### config.mk
export PLATFORM = sky130hd
export DESIGN_NAME = psum_shift_accumulator
export DESIGN_NICKNAME = d
export VERILOG_FILES = /design/src/rtl/psum_shift_accumulator.sv
export SDC_FILE = /design/constraint.sdc
export NUM_CORES = 1
export LEC_CHECK = 0
export ABC_AREA = 1
export BUFFER_PORTS_ARGS = -buffer_cell sky130_fd_sc_hd__buf_2
export CAP_MARGIN = 30
export CORE_MARGIN = 1
export CORE_UTILIZATION = 65
export CTS_BUF_LIST = sky130_fd_sc_hd__clkbuf_2 sky130_fd_sc_hd__clkbuf_4 sky130_fd_sc_hd__clkbuf_8
export CTS_CLUSTER_DIAMETER = 80
export DETAILED_ROUTE_END_ITERATION = 6
export PLACE_DENSITY_LB_ADDON = 0.12
export SETUP_SLACK_MARGIN = 0.5
export SLEW_MARGIN = 20
export SYNTH_ARGS = -nofsm -noshare
export SYNTH_HDL_FRONTEND = slang
export SYNTH_SLANG_ARGS = --single-unit
export TNS_END_PERCENT = 5
### constraint.sdc
create_clock -name CLK -period 9.56 [get_ports CLK]
set_clock_uncertainty 0.1 [all_clocks]
set_input_delay 1.912 -clock CLK [delete_from_list [all_inputs] [get_ports CLK]]
set_output_delay 1.912 -clock CLK [all_outputs]
set_load 0.05 [all_outputs]
### src/rtl/psum_shift_accumulator.sv
// Shift-align and accumulate signed PE partial sums into saturating group results,
// delivered through a one-entry valid/ready output buffer.
`ifndef BITS_SIP_DOT_ADDER
`define BITS_SIP_DOT_ADDER 8
`endif

module psum_shift_accumulator #(
  parameter int PSUM_W  = `BITS_SIP_DOT_ADDER,
  parameter int SHIFT_W = 4,
  parameter int ACC_W   = 24,
  parameter int CNT_W   = 8
) (
  input  logic               CLK,
  input  logic               RST,
  input  logic [PSUM_W-1:0]  i_psum,
  input  logic               i_valid,
  output logic               o_in_ready,
  input  logic [SHIFT_W-1:0] i_shift,
  input  logic               i_first,
  input  logic               i_last,
  output logic [ACC_W-1:0]   o_result,
  output logic               o_valid,
  input  logic               i_out_ready,
  output logic [CNT_W-1:0]   o_count,
  output logic               o_sat,
  output logic               o_err
);

  // state | meaning
  // IDLE  | no open group
  // ACC   | group open, acc_q holds the running sum
  localparam logic [0:0] S_IDLE = 1'b0;
  localparam logic [0:0] S_ACC  = 1'b1;

  logic [0:0]       state_q, state_d;
  logic [ACC_W-1:0] acc_q, acc_d;
  logic [CNT_W-1:0] cnt_q, cnt_d;
  logic             sat_g_q, sat_g_d;
  logic [ACC_W-1:0] result_q, result_d;
  logic [CNT_W-1:0] ocnt_q, ocnt_d;
  logic             osat_q, osat_d;
  logic             valid_q, valid_d;
  logic             err_q, err_d;

  logic             acc_en, grp_start, sat_hi, sat_lo, sat_beat, sat_next;
  logic [ACC_W:0]   term;
  logic [ACC_W+1:0] base, sum;
  logic [ACC_W-1:0] clamped;
  logic [CNT_W-1:0] cnt_next;

  assign o_in_ready = !valid_q || i_out_ready;
  assign acc_en     = i_valid && o_in_ready;
  assign grp_start  = i_first || (state_q == S_IDLE);

  always_comb begin
    term = {{(ACC_W+1-PSUM_W){i_psum[PSUM_W-1]}}, i_psum} << i_shift;
    base = grp_start ? '0 : {{2{acc_q[ACC_W-1]}}, acc_q};
    sum  = base + {term[ACC_W], term};
    // In range exactly when the top three bits of the wide sum agree
    sat_hi   = !sum[ACC_W+1] && (sum[ACC_W:ACC_W-1] != 2'b00);
    sat_lo   =  sum[ACC_W+1] && (sum[ACC_W:ACC_W-1] != 2'b11);
    sat_beat = sat_hi || sat_lo;
    if (sat_hi)      clamped = {1'b0, {(ACC_W-1){1'b1}}};
    else if (sat_lo) clamped = {1'b1, {(ACC_W-1){1'b0}}};
    else             clamped = sum[ACC_W-1:0];
    sat_next = (grp_start ? 1'b0 : sat_g_q) | sat_beat;
    if (grp_start)          cnt_next = CNT_W'(1);
    else if (&cnt_q)        cnt_next = cnt_q;
    else                    cnt_next = cnt_q + CNT_W'(1);
  end

  always_comb begin
    state_d  = state_q;
    acc_d    = acc_q;
    cnt_d    = cnt_q;
    sat_g_d  = sat_g_q;
    result_d = result_q;
    ocnt_d   = ocnt_q;
    osat_d   = osat_q;
    valid_d  = valid_q;
    err_d    = 1'b0;
    if (valid_q && i_out_ready) valid_d = 1'b0;
    if (acc_en) begin
      err_d = i_first ? (state_q == S_ACC) : (state_q == S_IDLE);
      if (i_last) begin
        result_d = clamped;
        ocnt_d   = cnt_next;
        osat_d   = sat_next;
        valid_d  = 1'b1;
        acc_d    = '0;
        cnt_d    = '0;
        sat_g_d  = 1'b0;
        state_d  = S_IDLE;
      end else begin
        acc_d    = clamped;
        cnt_d    = cnt_next;
        sat_g_d  = sat_next;
        state_d  = S_ACC;
      end
    end
  end

  always_ff @(posedge CLK) begin
    if (RST) begin
      state_q  <= S_IDLE;
      acc_q    <= '0;
      cnt_q    <= '0;
      sat_g_q  <= 1'b0;
      result_q <= '0;
      ocnt_q   <= '0;
      osat_q   <= 1'b0;
      valid_q  <= 1'b0;
      err_q    <= 1'b0;
    end else begin
      state_q  <= state_d;
      acc_q    <= acc_d;
      cnt_q    <= cnt_d;
      sat_g_q  <= sat_g_d;
      result_q <= result_d;
      ocnt_q   <= ocnt_d;
      osat_q   <= osat_d;
      valid_q  <= valid_d;
      err_q    <= err_d;
    end
  end

  assign o_result = result_q;
  assign o_count  = ocnt_q;
  assign o_sat    = osat_q;
  assign o_valid  = valid_q;
  assign o_err    = err_q;

endmodule

-- Word-level counts from Yosys, hierarchy flattened
Cells that the tools add are included.
- add/subtract/negate cells: 2
- eq/ne operators: 1
- shifts and indexed selects: 1
- mux-type cells: 14
- bitwise operators: 3
- reductions and logical operators: 13
- operator list (operator ; count):
    24-bit 2-to-1 mux ; 3
    26-bit adder ; 1
    26-bit 2-to-1 mux ; 1
    25-bit by 4-bit << shifter with 25-bit output ; 1
    8-bit 2-to-1 mux ; 3
    8-bit by 1-bit adder with 8-bit output, second input constant ; 1
    8-bit AND reduction ; 1
    1-bit 2-to-1 mux ; 7
    1-bit logical AND ; 4
    1-bit logical OR ; 3
    1-bit logical NOT ; 2
    2-bit != test, second input constant ; 1
    1-bit inverter ; 2
    2-bit AND reduction ; 1
    2-bit nonzero test ; 1
    2-bit OR reduction ; 1
    1-bit bitwise OR ; 1
- flip-flop bits (word level): 69
- input bits: 18
- output and inout bits: 36
- logic and storage cells: 43

-- Logic depth before layout (Yosys ltp)
- depth in word-level cells: 9
- mapped depth: 28
- gate-level depth less buffers: 26

-- Worst setup path before layout
OpenSTA, ideal clock, no wires.
- kind: input to register
- from: in i_shift[0]
- to: reg acc_q[11]
- library setup time: 132 ps
- data arrival time: 4454 ps
- required time: 9328 ps
- slack: 4873 ps
- cell stages on the path: 26
- path buffers: 2
- cells stage by stage: clkbuf_1 -> inv_1 -> nand2_1 -> nand2_1 -> inv_1 -> nand2_1 -> o21ai_0 -> nor2_1 -> a31oi_1 -> nor2_1 -> ha_1 -> nand2_1 -> inv_1 -> a21oi_1 -> nand2_2 -> nand2_1 -> nand3_2 -> nand2_1 -> nand2_1 -> nand2_2 -> nand2_4 -> buf_8 -> nand2_1 -> nand2_1 -> nand2_1 -> a21oi_1
- cells in the longest elaborated chain, start to end: 7
- elaborated cells between the ends (all ways): 10
- those cells by class: add/sub (1); eq/ne (1); shift (1); mux (3); reduce/logical (4)
- ends and longest elaborated chain (what ; line ; source):
    start, declared ; 18 ; input logic [SHIFT_W-1:0] i_shift,
    25-bit by 4-bit << shifter with 25-bit output * ; 56 ; term = {{(ACC_W+1-PSUM_W){i_psum[PSUM_W-1]}}, i_psum} << i_shift;
    26-bit adder * ; 58 ; sum = base + {term[ACC_W], term};
    2-bit != test ; 61 ; sat_lo = sum[ACC_W+1] && (sum[ACC_W:ACC_W-1] != 2'b11);
    1-bit logical AND ; 61 ;
    24-bit 2-to-1 mux ; 64 ; else if (sat_lo) clamped = {1'b1, {(ACC_W-1){1'b0}}};
    24-bit 2-to-1 mux * ; 63 ; if (sat_hi) clamped = {1'b0, {(ACC_W-1){1'b1}}};
    24-bit 2-to-1 mux * ; 85 ; if (i_last) begin
    end signal, assigned ; 106 ; acc_q <= '0;
    end signal, assigned ; 116 ; acc_q <= acc_d;
    end, declared ; 36 ; logic [ACC_W-1:0] acc_q, acc_d;
Mark *: on every way between the ends. The rest lies on a longest branch, timed or not.
A chain may end at the register's enable or synchronous reset.

-- Worst setup path after layout
- from: in i_shift[0]
- to: reg osat_q, in the netlist o_sat
- cells in the longest elaborated chain, start to end: 6
- elaborated cells between the ends (all ways): 9
- those cells by class: add/sub (1); eq/ne (1); shift (1); bitwise (1); reduce/logical (5)
- ends and longest elaborated chain (what ; line ; source):
    25-bit by 4-bit << shifter with 25-bit output * ; 56 ;
    26-bit adder * ; 58 ;
    2-bit != test, or another cell as far along ; 61 ;
    1-bit logical AND, on equally long branches ; 61, 60 ;
    1-bit logical OR * ; 62 ; sat_beat = sat_hi || sat_lo;
    1-bit bitwise OR * ; 66 ; sat_next = (grp_start ? 1'b0 : sat_g_q) | sat_beat;
    end signal, assigned ; 121 ; osat_q <= osat_d;
    end, declared ; 41 ; logic osat_q, osat_d;
Marked as above.

==> flow_summary.toml <==
[synthesis]
ys_top_cells_by_count = "nand2_1, inv_1, o21ai_0"
syn_area_sq_um = 5160
synth_edf_count = 0
syn-num-nets = 913
synth_area_leaders = "dfxtp_1, nand2_1, inv_1, o21ai_0, a21oi_1"
synth-simple-area-share = 0.342
synth.distinct_cells = 33
ys_seq_area_frac = 0.268
synth.area.mux_share = 0.00388
yosysTopAreaCell = "dfxtp_1"
synth_compound_area_frac = 0.172
synth.most_common_cell = "nand2_1"
synthXorXnorAreaFrac = 0.0272
synth_fa_ha_area_frac = 0.0670
postSynthAreaPerCell_sq_um = 5.94
syn_inst = 868
ys_seq_elements = 69
async_flop_share = 0
synth_ff_type = "dfxtp_1"
synth_top_family_by_area = "simple AND/OR/NAND/NOR gates"
yosysWarnings = 0
yosysTopAreaCellShare = 0.268

[clock_network]
cts_max_level = 3
clkTransAtPathRegs_ns = 0.09
cts_hold_buf = 0
post-cts-setup-buffer-count = 0
cts_root_buf = "clkbuf_8"
numCtsBuffers = 9
cts_tree = "done"
clockBufferDepth = 2
ctsResizeCount = 0
cts.sinks = 69
insertion_delay_ns = 0.36

[global_route]
grt_pass1_vias = 5210
grt-ovfl-total = 0
gr-usage-met2 = 0.627
grt_usage = 0.371
antenna_found_initial = 0
use_met1 = 0.456
grt_max_degree = 45
busiest_layer = "met2"
met3_usage = 0.0854
grt_pass1_wl_um = 24500

[pwr]
pwr-share-seq = 0.406
power.share.combinational = 0.226
p_int_uw = 498
clkPwrFrac = 0.368
p_leak_nw = 3.00
switchingPower_uw = 263
powerDensity_nw_per_um2 = 135
peakVddDrop_uv = 71.0
switching_share = 0.346

[route]
dr.pass1.iters = 5
drtIter0Drc = 506
wl_um = 14800
routedWlPerCell_um = 14.7
ant_nets = 0
drc = 0
viasPerCell = 5.66
vias = 5708

[cells_and_area]
drive_above_1_share = 0.100
syn_to_final_growth_pct = 9.53
nNetsFinal = 947
post-route-util = 0.735
nFillCells = 657
diodes = 0
fin_cells = 1009

[die]
die_area_sq_um = 8290
die_w_um = 91.1
die_y_um = 91.1
initial_utilization = 0.671
rows = 32
core_area_sq_um = 7690
io_pins = 54

[placement]
place_inst = 993
dp_slack_ns = 3.77
portBuffers = 53
gp_congestion = 1.05
hpwlAfterDp_um = 11100

[critical_path]
startpoint_type = "input pin"
end_kind = "flop"
critPathMaxFanout = 43
crit_type = "input pin to flop"
arrival_ns = 5.74
critical_path_required_ns = 9.68

[sta]
finalSetupViolations = 0
fin_crit_sh = 0.588
maxSlewViolCount = 0
worst_pin_slew_ns = 0.798
min_period_ns = 5.62
slew_headroom = 0.465
tns_ns = 0
layout_setup_ws_ns = 3.94
fmax_mhz = 178
hold_viol_final = 0
rsz0062_at_grt = "false"

[status]
outcome = "finished, final reports clean"

[hold_path]
hp-class = "flop to flop"

[job]
drv_cap = 0
area by class of cell:
class | instances | area [sq um] | area share
repair buffers | 58 | 303 | 0.0536
well taps | 102 | 128 | 0.0226
clock inverters | 7 | 105 | 0.0186
inverters | 120 | 450 | 0.0797
flip-flops and latches | 69 | 1380 | 0.245
multi-input cells | 644 | 3160 | 0.559
clock buffers | 9 | 124 | 0.0219
through the flow:
| step | hold slack, ns | total power [mW] | cell area (sq um) |
|---|---|---|---|
| after CTS | 0.372 | 0.757 | 5650 |
| after floorplan | 0.345 | 0.444 | 5160 |
| after global placement | 0.352 | 0.479 | 5420 |
| after global routing | 0.392 | 0.790 | 5650 |
| after detailed placement | 0.357 | 0.483 | 5420 |
| final | 0.368 | 0.761 | 5650 |
kinds of logic after synthesis:
group / count (synthesis)
muxes: 2
AOI/OAI and AO/OA: 168
and+or+nand+nor: 431
DFF: 69
buffers and inverters: 155
adders and majority gates: 27
xor gates and xnor gates: 16
per-layer routing:
layer | up-vias | part of all wire
met1 | 2578 | 0.43
met5 | - | 0
met2 | 268 | 0.46
met3 | 38 | 0.073
met4 | 0 | 0.033
li1 | 2824 | -
power groups by stage:
stage | Combinational (mW) | Clock (mW) | Sequential (mW)
floorplan | 0.102 | 0 | 0.342
global placement | 0.165 | 0 | 0.314
detailed placement | 0.168 | 0 | 0.315
CTS | 0.169 | 0.279 | 0.309
global route | 0.189 | 0.291 | 0.311
finish | 0.172 | 0.280 | 0.309
critical path, cell delays in order:
cell and delay [ns]:
buf_2 0.14, inv_1 0.18, nand2_1 0.11, nor4_1 0.48, ha_1 0.37, inv_1 0.08, fa_1 0.41, inv_1 0.11
nand2_1 0.07, nand2_1 0.10, nand3_1 0.08, nand2_1 0.23, nand2_2 0.13, nand3_2 0.12, nand2_2 0.07, nand2_2 0.12
inv_2 0.05, nand2_2 0.57, nand3_1 0.20, nand2_1 0.11, o21ai_0 0.09
sequential cells by signal, summed over array words and instances (netlist names):
name,count
cnt_q,8
acc_q,24
o_err,1
o_sat,1
o_count,8
o_result,24
o_valid,1
state_q,1
sat_g_q,1
cells in the final DEF (no fill, tap or decap), types with 6 or more instances in the layout:
master	count
nand3_1	26
a21oi_1	65
a31oi_1	23
dfxtp_1	69
o21ai_0	73
xor2_1	10
inv_1	119
nor3_1	8
nor2_1	62
nand2_1	302
nand2_2	9
ha_1	26
buf_2	53
xnor2_1	6
clkbuf_8	9
nand4_1	10
final timing paths:
kind / from / end / slack, ns / depth (start not counted)
worst max register to register: state_q / o_sat / 5.48 / 21
worst min register to register: o_count[1] / o_count[1] / 0.37 / 2
worst min-delay path: o_count[1] / o_count[1] / 0.37 / 2
worst max-delay path: i_shift[0] / o_sat / 3.94 / 21
(Power assumes the default switching activity.)
